File: src/rtl/ctrl_pkg.sv
// Shared types and encodings for the multicycle RV32I control FSM.
// State enum, opcode values, ALUOp and datapath mux select encodings.
package ctrl_pkg;

    typedef enum logic [3:0] {
        StFetch,
        StDecode,
        StExecR,
        StExecI,
        StAddr,
        StMemRd,
        StMemWr,
        StWbAlu,
        StWbMem,
        StBranch,
        StJal,
        StJalr,
        StTrap
    } state_t;

    localparam logic [6:0] OP_R      = 7'b0110011;
    localparam logic [6:0] OP_I      = 7'b0010011;
    localparam logic [6:0] OP_LOAD   = 7'b0000011;
    localparam logic [6:0] OP_STORE  = 7'b0100011;
    localparam logic [6:0] OP_BRANCH = 7'b1100011;
    localparam logic [6:0] OP_JAL    = 7'b1101111;
    localparam logic [6:0] OP_JALR   = 7'b1100111;

    localparam logic [1:0] ALUOP_ADD = 2'b00;
    localparam logic [1:0] ALUOP_BR  = 2'b01;
    localparam logic [1:0] ALUOP_R   = 2'b10;
    localparam logic [1:0] ALUOP_I   = 2'b11;

    localparam logic [1:0] SRCA_PC    = 2'b00;
    localparam logic [1:0] SRCA_OLDPC = 2'b01;
    localparam logic [1:0] SRCA_RS1   = 2'b10;

    localparam logic [1:0] SRCB_RS2  = 2'b00;
    localparam logic [1:0] SRCB_FOUR = 2'b01;
    localparam logic [1:0] SRCB_IMM  = 2'b10;

    localparam logic [1:0] WB_ALUOUT = 2'b00;
    localparam logic [1:0] WB_MDR    = 2'b01;
    localparam logic [1:0] WB_PC     = 2'b10;

    // States that hold a request on the shared memory port.
    function automatic logic is_mem_state(state_t s);
        return (s == StFetch) || (s == StMemRd) || (s == StMemWr);
    endfunction

endpackage

File: src/rtl/mem_wait_timer.sv
// Counts stalled memory-request cycles and flags when the stall limit is reached.
// TIMEOUT = 0 disables the limit entirely.
module mem_wait_timer #(
    parameter int unsigned TIMEOUT = 0
) (
    input  logic clk,
    input  logic reset,
    input  logic clear,
    input  logic count,
    output logic expired
);

    localparam int unsigned CW = (TIMEOUT < 2) ? 1 : $clog2(TIMEOUT + 1);

    logic [CW-1:0] cnt_q, cnt_d;

    assign expired = (TIMEOUT != 0) && (cnt_q == CW'(TIMEOUT));

    // Saturate at the limit so the count can never wrap back below it.
    always_comb begin
        cnt_d = cnt_q;
        if (clear) begin
            cnt_d = '0;
        end else if (count && !expired) begin
            cnt_d = cnt_q + CW'(1);
        end
    end

    always_ff @(posedge clk or posedge reset) begin
        if (reset) begin
            cnt_q <= '0;
        end else begin
            cnt_q <= cnt_d;
        end
    end

endmodule

File: src/rtl/multicycle_ctrl.sv
// Main control FSM of the multicycle RV32I core: sequences fetch/decode/execute/memory/writeback
// and handshakes with the shared memory port. Outputs are Moore, with mem_ready gating in mem states.
module multicycle_ctrl
    import ctrl_pkg::*;
#(
    parameter int unsigned CNT_W   = 32,
    parameter int unsigned TIMEOUT = 0
) (
    input  logic             clk,
    input  logic             reset,
    input  logic [6:0]       opcode,
    input  logic             mem_ready,
    output logic             mem_req,
    output logic             mem_we,
    output logic             IorD,
    output logic             IRWrite,
    output logic             PCWrite,
    output logic             PCWriteCond,
    output logic             PCSrc,
    output logic [1:0]       ALUOp,
    output logic [1:0]       ALUSrcA,
    output logic [1:0]       ALUSrcB,
    output logic             RegWrite,
    output logic [1:0]       MemtoReg,
    output logic             instr_done,
    output logic [CNT_W-1:0] retired,
    output logic             trap,
    output logic             trap_cause
);

    state_t           state_q, state_d;
    logic             trap_cause_q, trap_cause_d;
    logic [CNT_W-1:0] retired_q;
    logic             wait_clear;
    logic             wait_count;
    logic             wait_expired;

    assign wait_clear = is_mem_state(state_d) && (state_d != state_q);
    assign wait_count = mem_req && !mem_ready;

    mem_wait_timer #(
        .TIMEOUT(TIMEOUT)
    ) u_wait (
        .clk    (clk),
        .reset  (reset),
        .clear  (wait_clear),
        .count  (wait_count),
        .expired(wait_expired)
    );

    always_comb begin
        state_d      = state_q;
        trap_cause_d = trap_cause_q;
        mem_req      = 1'b0;
        mem_we       = 1'b0;
        IorD         = 1'b0;
        IRWrite      = 1'b0;
        PCWrite      = 1'b0;
        PCWriteCond  = 1'b0;
        PCSrc        = 1'b0;
        ALUOp        = ALUOP_ADD;
        ALUSrcA      = SRCA_PC;
        ALUSrcB      = SRCB_RS2;
        RegWrite     = 1'b0;
        MemtoReg     = WB_ALUOUT;
        instr_done   = 1'b0;

        unique case (state_q)
            StFetch: begin
                mem_req = 1'b1;
                ALUSrcB = SRCB_FOUR;
                if (mem_ready) begin
                    IRWrite = 1'b1;
                    PCWrite = 1'b1;
                    state_d = StDecode;
                end
            end
            StDecode: begin
                ALUSrcA = SRCA_OLDPC;
                ALUSrcB = SRCB_IMM;
                case (opcode)
                    OP_R:               state_d = StExecR;
                    OP_I:               state_d = StExecI;
                    OP_LOAD, OP_STORE:  state_d = StAddr;
                    OP_BRANCH:          state_d = StBranch;
                    OP_JAL:             state_d = StJal;
                    OP_JALR:            state_d = StJalr;
                    default: begin
                        state_d      = StTrap;
                        trap_cause_d = 1'b0;
                    end
                endcase
            end
            StExecR: begin
                ALUSrcA = SRCA_RS1;
                ALUSrcB = SRCB_RS2;
                ALUOp   = ALUOP_R;
                state_d = StWbAlu;
            end
            StExecI: begin
                ALUSrcA = SRCA_RS1;
                ALUSrcB = SRCB_IMM;
                ALUOp   = ALUOP_I;
                state_d = StWbAlu;
            end
            StAddr: begin
                ALUSrcA = SRCA_RS1;
                ALUSrcB = SRCB_IMM;
                state_d = (opcode == OP_LOAD) ? StMemRd : StMemWr;
            end
            StMemRd: begin
                mem_req = 1'b1;
                IorD    = 1'b1;
                if (mem_ready) begin
                    state_d = StWbMem;
                end
            end
            StMemWr: begin
                mem_req = 1'b1;
                mem_we  = 1'b1;
                IorD    = 1'b1;
                if (mem_ready) begin
                    instr_done = 1'b1;
                    state_d    = StFetch;
                end
            end
            StWbAlu: begin
                RegWrite   = 1'b1;
                instr_done = 1'b1;
                state_d    = StFetch;
            end
            StWbMem: begin
                RegWrite   = 1'b1;
                MemtoReg   = WB_MDR;
                instr_done = 1'b1;
                state_d    = StFetch;
            end
            StBranch: begin
                ALUSrcA     = SRCA_RS1;
                ALUSrcB     = SRCB_RS2;
                ALUOp       = ALUOP_BR;
                PCWriteCond = 1'b1;
                PCSrc       = 1'b1;
                instr_done  = 1'b1;
                state_d     = StFetch;
            end
            StJal: begin
                PCWrite    = 1'b1;
                PCSrc      = 1'b1;
                RegWrite   = 1'b1;
                MemtoReg   = WB_PC;
                instr_done = 1'b1;
                state_d    = StFetch;
            end
            StJalr: begin
                ALUSrcA    = SRCA_RS1;
                ALUSrcB    = SRCB_IMM;
                PCWrite    = 1'b1;
                RegWrite   = 1'b1;
                MemtoReg   = WB_PC;
                instr_done = 1'b1;
                state_d    = StFetch;
            end
            StTrap: begin
                state_d = StTrap;
            end
            default: begin
                state_d = StTrap;
            end
        endcase

        // A completing handshake beats the timeout in the same cycle.
        if (is_mem_state(state_q) && !mem_ready && wait_expired) begin
            state_d      = StTrap;
            trap_cause_d = 1'b1;
        end

        // Strobes must fall the moment reset rises, before any clock edge.
        if (reset) begin
            mem_req     = 1'b0;
            mem_we      = 1'b0;
            IRWrite     = 1'b0;
            PCWrite     = 1'b0;
            PCWriteCond = 1'b0;
            RegWrite    = 1'b0;
            instr_done  = 1'b0;
        end
    end

    always_ff @(posedge clk or posedge reset) begin
        if (reset) begin
            state_q      <= StFetch;
            trap_cause_q <= 1'b0;
            retired_q    <= '0;
        end else begin
            state_q      <= state_d;
            trap_cause_q <= trap_cause_d;
            if (instr_done) begin
                retired_q <= retired_q + CNT_W'(1);
            end
        end
    end

    assign retired    = retired_q;
    assign trap       = (state_q == StTrap);
    assign trap_cause = trap_cause_q;

endmodule

File: config.mk
export PLATFORM = sky130hd
export DESIGN_NAME = multicycle_ctrl
export DESIGN_NICKNAME = d
export VERILOG_FILES = /design/src/rtl/ctrl_pkg.sv /design/src/rtl/mem_wait_timer.sv /design/src/rtl/multicycle_ctrl.sv
export SDC_FILE = /design/constraint.sdc
export NUM_CORES = 1
export LEC_CHECK = 0
export CAP_MARGIN = 40
export CELL_PAD_IN_SITES_DETAIL_PLACEMENT = 1
export CELL_PAD_IN_SITES_GLOBAL_PLACEMENT = 1
export CORE_MARGIN = 1
export CORE_UTILIZATION = 38
export CTS_CLUSTER_SIZE = 12
export DETAILED_ROUTE_END_ITERATION = 7
export PLACE_DENSITY_LB_ADDON = 0.12
export SLEW_MARGIN = 20
export SYNTH_ARGS = -nofsm -noshare
export SYNTH_HDL_FRONTEND = slang
export SYNTH_SLANG_ARGS = --single-unit
File: constraint.sdc
create_clock -name clk -period 3.6 [get_ports clk]
set_input_delay 1.08 -clock clk [delete_from_list [all_inputs] [get_ports clk]]
set_output_delay 1.08 -clock clk [all_outputs]
set_load 0.03 [all_outputs]
==> metrics.md, run 1 <==
| Metric | Value |
|---|---|
| Worst-case reg-to-reg path depth | 5 |
| Mapped Nets | approximately 240 |
| Pleak | 1.202 nW |
| Commonest non-fill, non-tap cells in the layout | clkdlybuf4s50_1, dfrtp_1, nor2_1, xor2_1, nor3_1 |
| Finished Layout Cells | 358 |
| Syn-to-layout area delta | 35.48% |
| Starting Density | around two fifths |
| First-pass GRT wire length | 8997 um |
| Post-Synthesis Cells | 226 |
| Max-Cap Viols | 0 |
| Pre-CTS setup slack | 0.2363 ns |
| Sink Count | 36 |
| RSZ-0062 raised after global routing | no |
| PD cells | between 500 and 600 mW/mm2 |
| Netlist cell types | between 40 and 50 |
| Actual slew at the worst max-slew pin | ~0.58 ns |
| DR pass1 iterations | 4 |
| Worst setup EP type | output port |
| Cell area after synthesis | 0.002077 mm2 |
| CTS Buf Count | 5 |
| Met2 Use GR | 30.09% |
| Final Hold Viols | 0 |
| Skew final | 0.006200 ns |
| Antenna Cells | 0 |
| Ports | 61 |
| Status | complete, no violations |
| Vias | 1836 |
| Overall global routing resource usage | 19.48% |
| FILL cells | 596 |
| Worst Path Class, Setup | input port to output port |
| Crit path time final | between 3 and 4 ns |
| Die Area | 0.005765 mm2 |
| PostCTS Resize Cnt | 0 |
| Worst EP arrival | 2.28 ns |
| Clk slew on worst S/H paths | 0.07 ns |
| Met3 Usage GRT | 3.494% |
| Startpoint types | input port |
| Final Setup Violations | 0 |
| Commonest non-fill, non-tap cell in the layout | clkdlybuf4s50_1 |
| Largest net degree at the start of global routing | 37 |
| Met1 usage | between 20% and 30% |
| CTS tree | yes |
| Syn. warnings | 0 |
| Peak Freq | 297.9 MHz |
| Worst-Skew Late Latency | just under 0.3 ns |
| Hold crit path type | flop to flop |
| DP Cell Count | 350 |
| Vias in the first global route | 1797 |
| Synthesized area per cell | roughly 9.2 um2 |
| Buffers added on ports | around 60 |
| Slew Viols, Final | 0 |
| Worst-path fanout max | 6 |
| Core area | 0.005172 mm2 |
| Slew HR | around three fifths |
| Initial antenna violation count | 0 |
| Die Y | around 76 um |
| Post-synth EDFFs | 0 |
| Antenna Nets Post-Route | 0 |
| Final GP Congestion | 0.7704 |
| DIE WIDTH | 75.93 um |
| CTS Hold Bufs | 0 |
| HPWL after DPL | 3836 um |
| Hold path depth | 1 |
| Final worst slack | 0.2434 ns |
| Via density | 5.128 |
| Wire per inst | 14.54 um |
| Drt initial violations | 71 |
| FFs w/ async S/R, synth | 100.0% |
| Grt peak-use layer | met2 |
| WP data required | 2.52 ns |
| Remaining DRCs | 0 |
| GR Overflow Total | 0 |
| Register bit count reported by yosys | 36 |
| Peak supply drop | 0.3605 mV |
| Sequential element share of the synthesized area | 43.37% |
| Synth Flop Type | dfrtp_1 |
| Nets | 298 |
| Final worst-path cycle share | between 90% and 100% |
| Post-CTS setup buffers | 0 |
| Share of cells above drive strength 1 | 10.42% |
| H-Tree Level Count | 2 |
| Standard-cell rows | 26 |
| Setup_tns | 0 ns |
| Final WL | approximately 5200 um |
| Clk root buf | clkbuf_8 |
| Clock Path Buffers | 2 |
==> cells by family after synthesis <==
logic type      count (synthesis)  share of synthesized area [%]
compound gates                 25                          7.831
xor+xnor                       32                          13.49
fa+ha+maj                       1                         0.6023
buf+inv                        19                          4.639
flops                          36                          43.37
mux                             2                          1.024
other cells                     1                         0.1805
simple gates                  110                          28.85
==> flip-flops by register name (all words and copies together), names as in the netlist <==
| register | count |
|---|---|
| state_q | 4 |
| retired | 32 |
==> synthesized netlist by cell type (2+ instances only) <==
| master | instances | share of area, % |
|---|---|---|
| nand2b_1 | 10 | 3.0 |
| buf_4 | 4 | 1.4 |
| nor3_1 | 17 | 4.1 |
| and4_1 | 2 | 0.84 |
| nand4_1 | 9 | 2.7 |
| o21ai_0 | 5 | 1.2 |
| nand3_1 | 9 | 2.2 |
| nor2b_1 | 3 | 0.90 |
| a22oi_1 | 2 | 0.72 |
| xnor2_1 | 14 | 5.9 |
| or4_1 | 2 | 0.72 |
| a21oi_1 | 9 | 2.2 |
| nor4_1 | 3 | 0.90 |
| nand2_1 | 15 | 2.7 |
| or3_1 | 5 | 1.5 |
| buf_2 | 2 | 0.48 |
| dfrtp_1 | 36 | 43 |
| nor2_1 | 26 | 4.7 |
| xor2_1 | 18 | 7.6 |
| inv_1 | 7 | 1.3 |
| and2_1 | 2 | 0.60 |
| clkbuf_1 | 5 | 0.90 |
==> final timing paths <==
check	from	endpoint	slack (ns)
max	mem_ready	PCWrite	0.24
min	retired[31]	retired[31]	0.48
max reg2reg	state_q[1]	retired[28]	1.36
min reg2reg	retired[31]	retired[31]	0.48
max in group asynchronous	reset	retired[11]	1.74
min in group asynchronous	reset	retired[1]	1.52
==> metal layers <==
| layer | up-vias | wire length (um) |
|---|---|---|
| li1 | 898 | - |
| met1 | 887 | 2672 |
| met2 | 43 | 2293 |
| met3 | 8 | 170 |
| met4 | 0 | 69 |
| met5 | - | 0 |
==> stage by stage <==
stage / power [mW] / util (%) / hold slack, ns / area (um2)
detailed placement: 1.245 / 52.61 / 0.4624 / 2721
CTS: 1.549 / 54.40 / 0.4755 / 2814
global placement: 1.242 / 52.61 / 0.4597 / 2721
floorplan: 1.006 / - / 0.6206 / 2078
global route: 1.622 / 54.40 / 0.5018 / 2814
finish: 1.536 / 54.40 / 0.4760 / 2814
==> area by class of cell <==
type / instances / area (um2) / area share (%)
Tap cell: 70 / 87.58 / 3.112
Timing Repair Buffer: 66 / 625.6 / 22.23
Multi-Input combinational cell: 171 / 1081 / 38.42
Clock buffer: 6 / 82.58 / 2.935
Sequential cell: 36 / 900.9 / 32.01
Inverter: 7 / 26.28 / 0.9337
Clock inverter: 2 / 10.01 / 0.3557
==> power breakdown <==
group	switching, mW	internal (mW)
clock network	0.146	0.153
registers	0.100	0.445
logic	0.397	0.296
total	0.643	0.893
==> critical path, cell delays in order <==
cell             delay (ns)
clkdlybuf4s50_1        0.48
buf_4                  0.14
nand2_1                0.07
nor2_1                 0.09
a21oi_1                0.05
nor3_1                 0.17
buf_4                  0.19
No activity file was read; power rests on OpenSTA's default activity.
==> run 2, diff against run 1 <==
- ABC_AREA: not set -> 1
- CORE_UTILIZATION: 38 -> 37
==> run 2 against run 1 <==
- cell area is 21% higher
- sequential cell count stayed put
- die area grew 30%
- maximum frequency decreased by 5.5%
- utilization fell by 4.6 points
- sequential share of layout area shrank 5.6 points
- clock skew barely moved
- worst setup slack got worse by 0.20 ns
- count of clock-buffer cells in the layout rose by 1
- critical path type unchanged
- largest power group is now sequential cells
- highest routed layer unchanged
==> metrics.md, run 2 <==
| Metric | Value |
|---|---|
| Mux cell area share after synthesis | 0% |
| FFs w/ async S/R, synth | 100.0% |
| Synth area leader | dfrtp_1 |
| Reg2reg setup slack | about 1.9 ns |
| Netlist cell types | 29 |
| Hold crit path type | flop to flop |
| Dpl cell area | 0.003308 mm2 |
| Final Hold Viols | 0 |
| Final Setup Violations | 0 |
| Leading cell types by count after synthesis | nand2_1, nor2_1, inv_1, dfrtp_1, nand3_1 |
| Starting Density | slightly below 40% |
| CTS Buf Count | 5 |
| Overall global routing resource usage | 23.44% |
| Ports | 61 |
| Post-synth EDFFs | 0 |
| Vias in the first global route | roughly 2900 |
| Synth Flop Type | dfrtp_1 |
| Via density | approximately 4.8 |
| Slew Viols, Final | 0 |
| Synth Area in Simple Gates | 48.67% |
| Antenna Nets Post-Route | 0 |
| Mapped Nets | 448 |
| Drt initial violations | 110 |
| Status | complete, no violations |
| Syn. warnings | 0 |
| PostCTS Resize Cnt | 0 |
| DR pass1 iterations | 4 |
| Compound-Gate Fraction of Synth Area | 3.835% |
| Sink Count | 36 |
| Worst-path fanout max | 7 |
| Setup_tns | 0 ns |
| Final WL | 8274 um |
| Antenna Cells | 0 |
| Cell area after synthesis | 0.002643 mm2 |
| Hold EP | retired[31] |
| Clk slew on worst S/H paths | around 0.08 ns |
| Worst-Skew Late Latency | 0.29 ns |
| Peak supply drop | between 0.15 and 0.2 mV |
| Commonest non-fill, non-tap cell in the layout | nand2_1 |
| Commonest non-fill, non-tap cells in the layout | nand2_1, nor2_1, clkdlybuf4s50_1, inv_1, dfrtp_1 |
| Vias | between 2000 and 3000 |
| Cell-internal power | 0.5887 mW |
| Standard-cell rows | 30 |
| GR Overflow Total | 0 |
| Sw Pwr | 0.1757 mW |
| Nets | 510 |
| Core area | 0.006832 mm2 |
| Synthesized area per cell | a little over 6 um2 |
| Worst-case reg-to-reg path depth | 9 |
| Clock power frac | between 40% and 50% |
| CTS Hold Bufs | 0 |
| Initial antenna violation count | 0 |
| Max FFs per register | 32 |
| Seq pwr share | a little over half |
| Worst Path Class, Setup | input port to output port |
| Clk root buf | clkbuf_8 |
| R2r endpoint | retired[7] |
| Synth top area cells | dfrtp_1, nand2_1, nor2_1 |
| Pre-CTS setup slack | 0.05285 ns |
| CTS tree | yes |
| Worst EP arrival | 2.47 ns |
| FILL cells | between 900 and 1000 |
| Max-Cap Viols | 0 |
| Post-synthesis xor/xnor area fraction | 3.977% |
| Final GP Congestion | between 0.8 and 0.9 |
| Main combinational cell family by area after synthesis | simple AND/OR/NAND/NOR gates |
| Sequential element share of the synthesized area | 34.09% |
| Post-CTS setup buffers | 0 |
| Syn-to-layout area delta | 28.84% |
| Register bit count reported by yosys | 36 |
| Worst setup EP type | output port |
| Pleak | between 1.5 and 2 nW |
| Final instance area | 0.003405 mm2 |
| RSZ-0062 raised after global routing | no |
| DIE WIDTH | 86.51 um |
| Clock Path Buffers | 2 |
| Final worst-path cycle share | 98.69% |
| Die Y | 86.51 um |
| Yosys top cell area share | 34.09% |
| Skew final | 0.005800 ns |
| Post-Synthesis Cells | 437 |
| Crit path time final | about 3.6 ns |
| Core Util, Final | about half |
| Share of cells above drive strength 1 | 5.210% |
| PD cells | 224.5 mW/mm2 |
| Worst R2R Start | state_q[3] |
| WP data required | 2.52 ns |
| Hold path depth | 2 |
| Buffers added on ports | 59 |
| H-Tree Level Count | 2 |
| Largest net degree at the start of global routing | 37 |
| HPWL after DPL | 6494 um |
| Wire per inst | 13.91 um |
| Remaining DRCs | 0 |
| Switch share | 22.99% |
| Hold Path Origin | retired[31] |
| Count leader, synth | nand2_1 |
| Startpoint types | input port |
| Final worst slack | 0.04721 ns |
| Peak Freq | 281.5 MHz |
| First-pass GRT wire length | roughly 14000 um |
| Die Area | 0.007484 mm2 |
| Comb pwr share | 4.5% |
| Post-Synth Adder-Cell Area | 0.4735% |
run 2: cell types whose count changed after synthesis, moves of 7 or more:
cell	delta
nand4_1	-8
nor2_2	+7
nand2_1	+199
xor2_1	-8
nand2b_1	-10
xnor2_1	-12
nand3_1	+11
nor2_1	+39
inv_1	+33
nor3_1	-13
run 2: metrics by stage:
| step | hold WS, ns | total power [mW] | std cells |
|---|---|---|---|
| after floorplan | 0.5251 | 0.4298 | 437 |
| after global placement | 0.5148 | 0.4475 | 588 |
| after detailed placement | 0.5342 | 0.4486 | 588 |
| after CTS | 0.5585 | 0.7763 | 595 |
| after global routing | 0.5878 | 0.7875 | 595 |
| final | 0.5469 | 0.7644 | 595 |
run 2: how the worst max path moves through the flow:
stage / start / depth (start not counted) / endpoint / slack, ns
6_report: reset / 3 / mem_req / 0.05
5_1_grt: reset / 3 / PCWrite / 0.01
3_3_place_gp: reset / 3 / mem_req / 0.07
3_5_place_dp: reset / 3 / mem_req / 0.05
2_1_floorplan: reset / 4 / instr_done / 0.21
4_1_cts: reset / 3 / mem_req / 0.05
run 2: power groups by stage:
stage | Combinational (mW) | Clock, mW | Sequential [mW]
after global routing | 0.0386 | 0.343 | 0.405
after detailed placement | 0.0352 | 0 | 0.413
after floorplan | 0.0154 | 0 | 0.414
after CTS | 0.0353 | 0.336 | 0.405
after global placement | 0.0342 | 0 | 0.413
final | 0.0345 | 0.325 | 0.405
run 2: kinds of logic after synthesis:
family / Yosys count
fa+ha+maj: 1
buf+inv: 50
simple gates: 319
compound gates: 18
flops: 36
other cells: 1
xor+xnor: 12
run 2: area by class of cell:
class / instances / area, um2 / area share, %
clock buffers: 7 / 96.34 / 2.830
inverters: 42 / 162.7 / 4.778
multi-input cells: 351 / 1509 / 44.32
flip-flops and latches: 36 / 900.9 / 26.46
well taps: 96 / 120.1 / 3.528
repair buffers: 63 / 615.6 / 18.08
run 2: layer usage:
metal  GRT usage [%]  vias to the layer above  routed length, um
met4           6.212                        0                108
met5               0                        -                  0
met3           3.524                        8                213
li1                -                     1453                  -
met1           29.47                     1374               3837
met2           41.77                       42               4115
run 2: worst max-delay path, cell delays in order:
cell and delay (ns):
clkdlybuf4s50_1 0.52, a31oi_1 0.19, clkdlybuf4s50_1 0.69
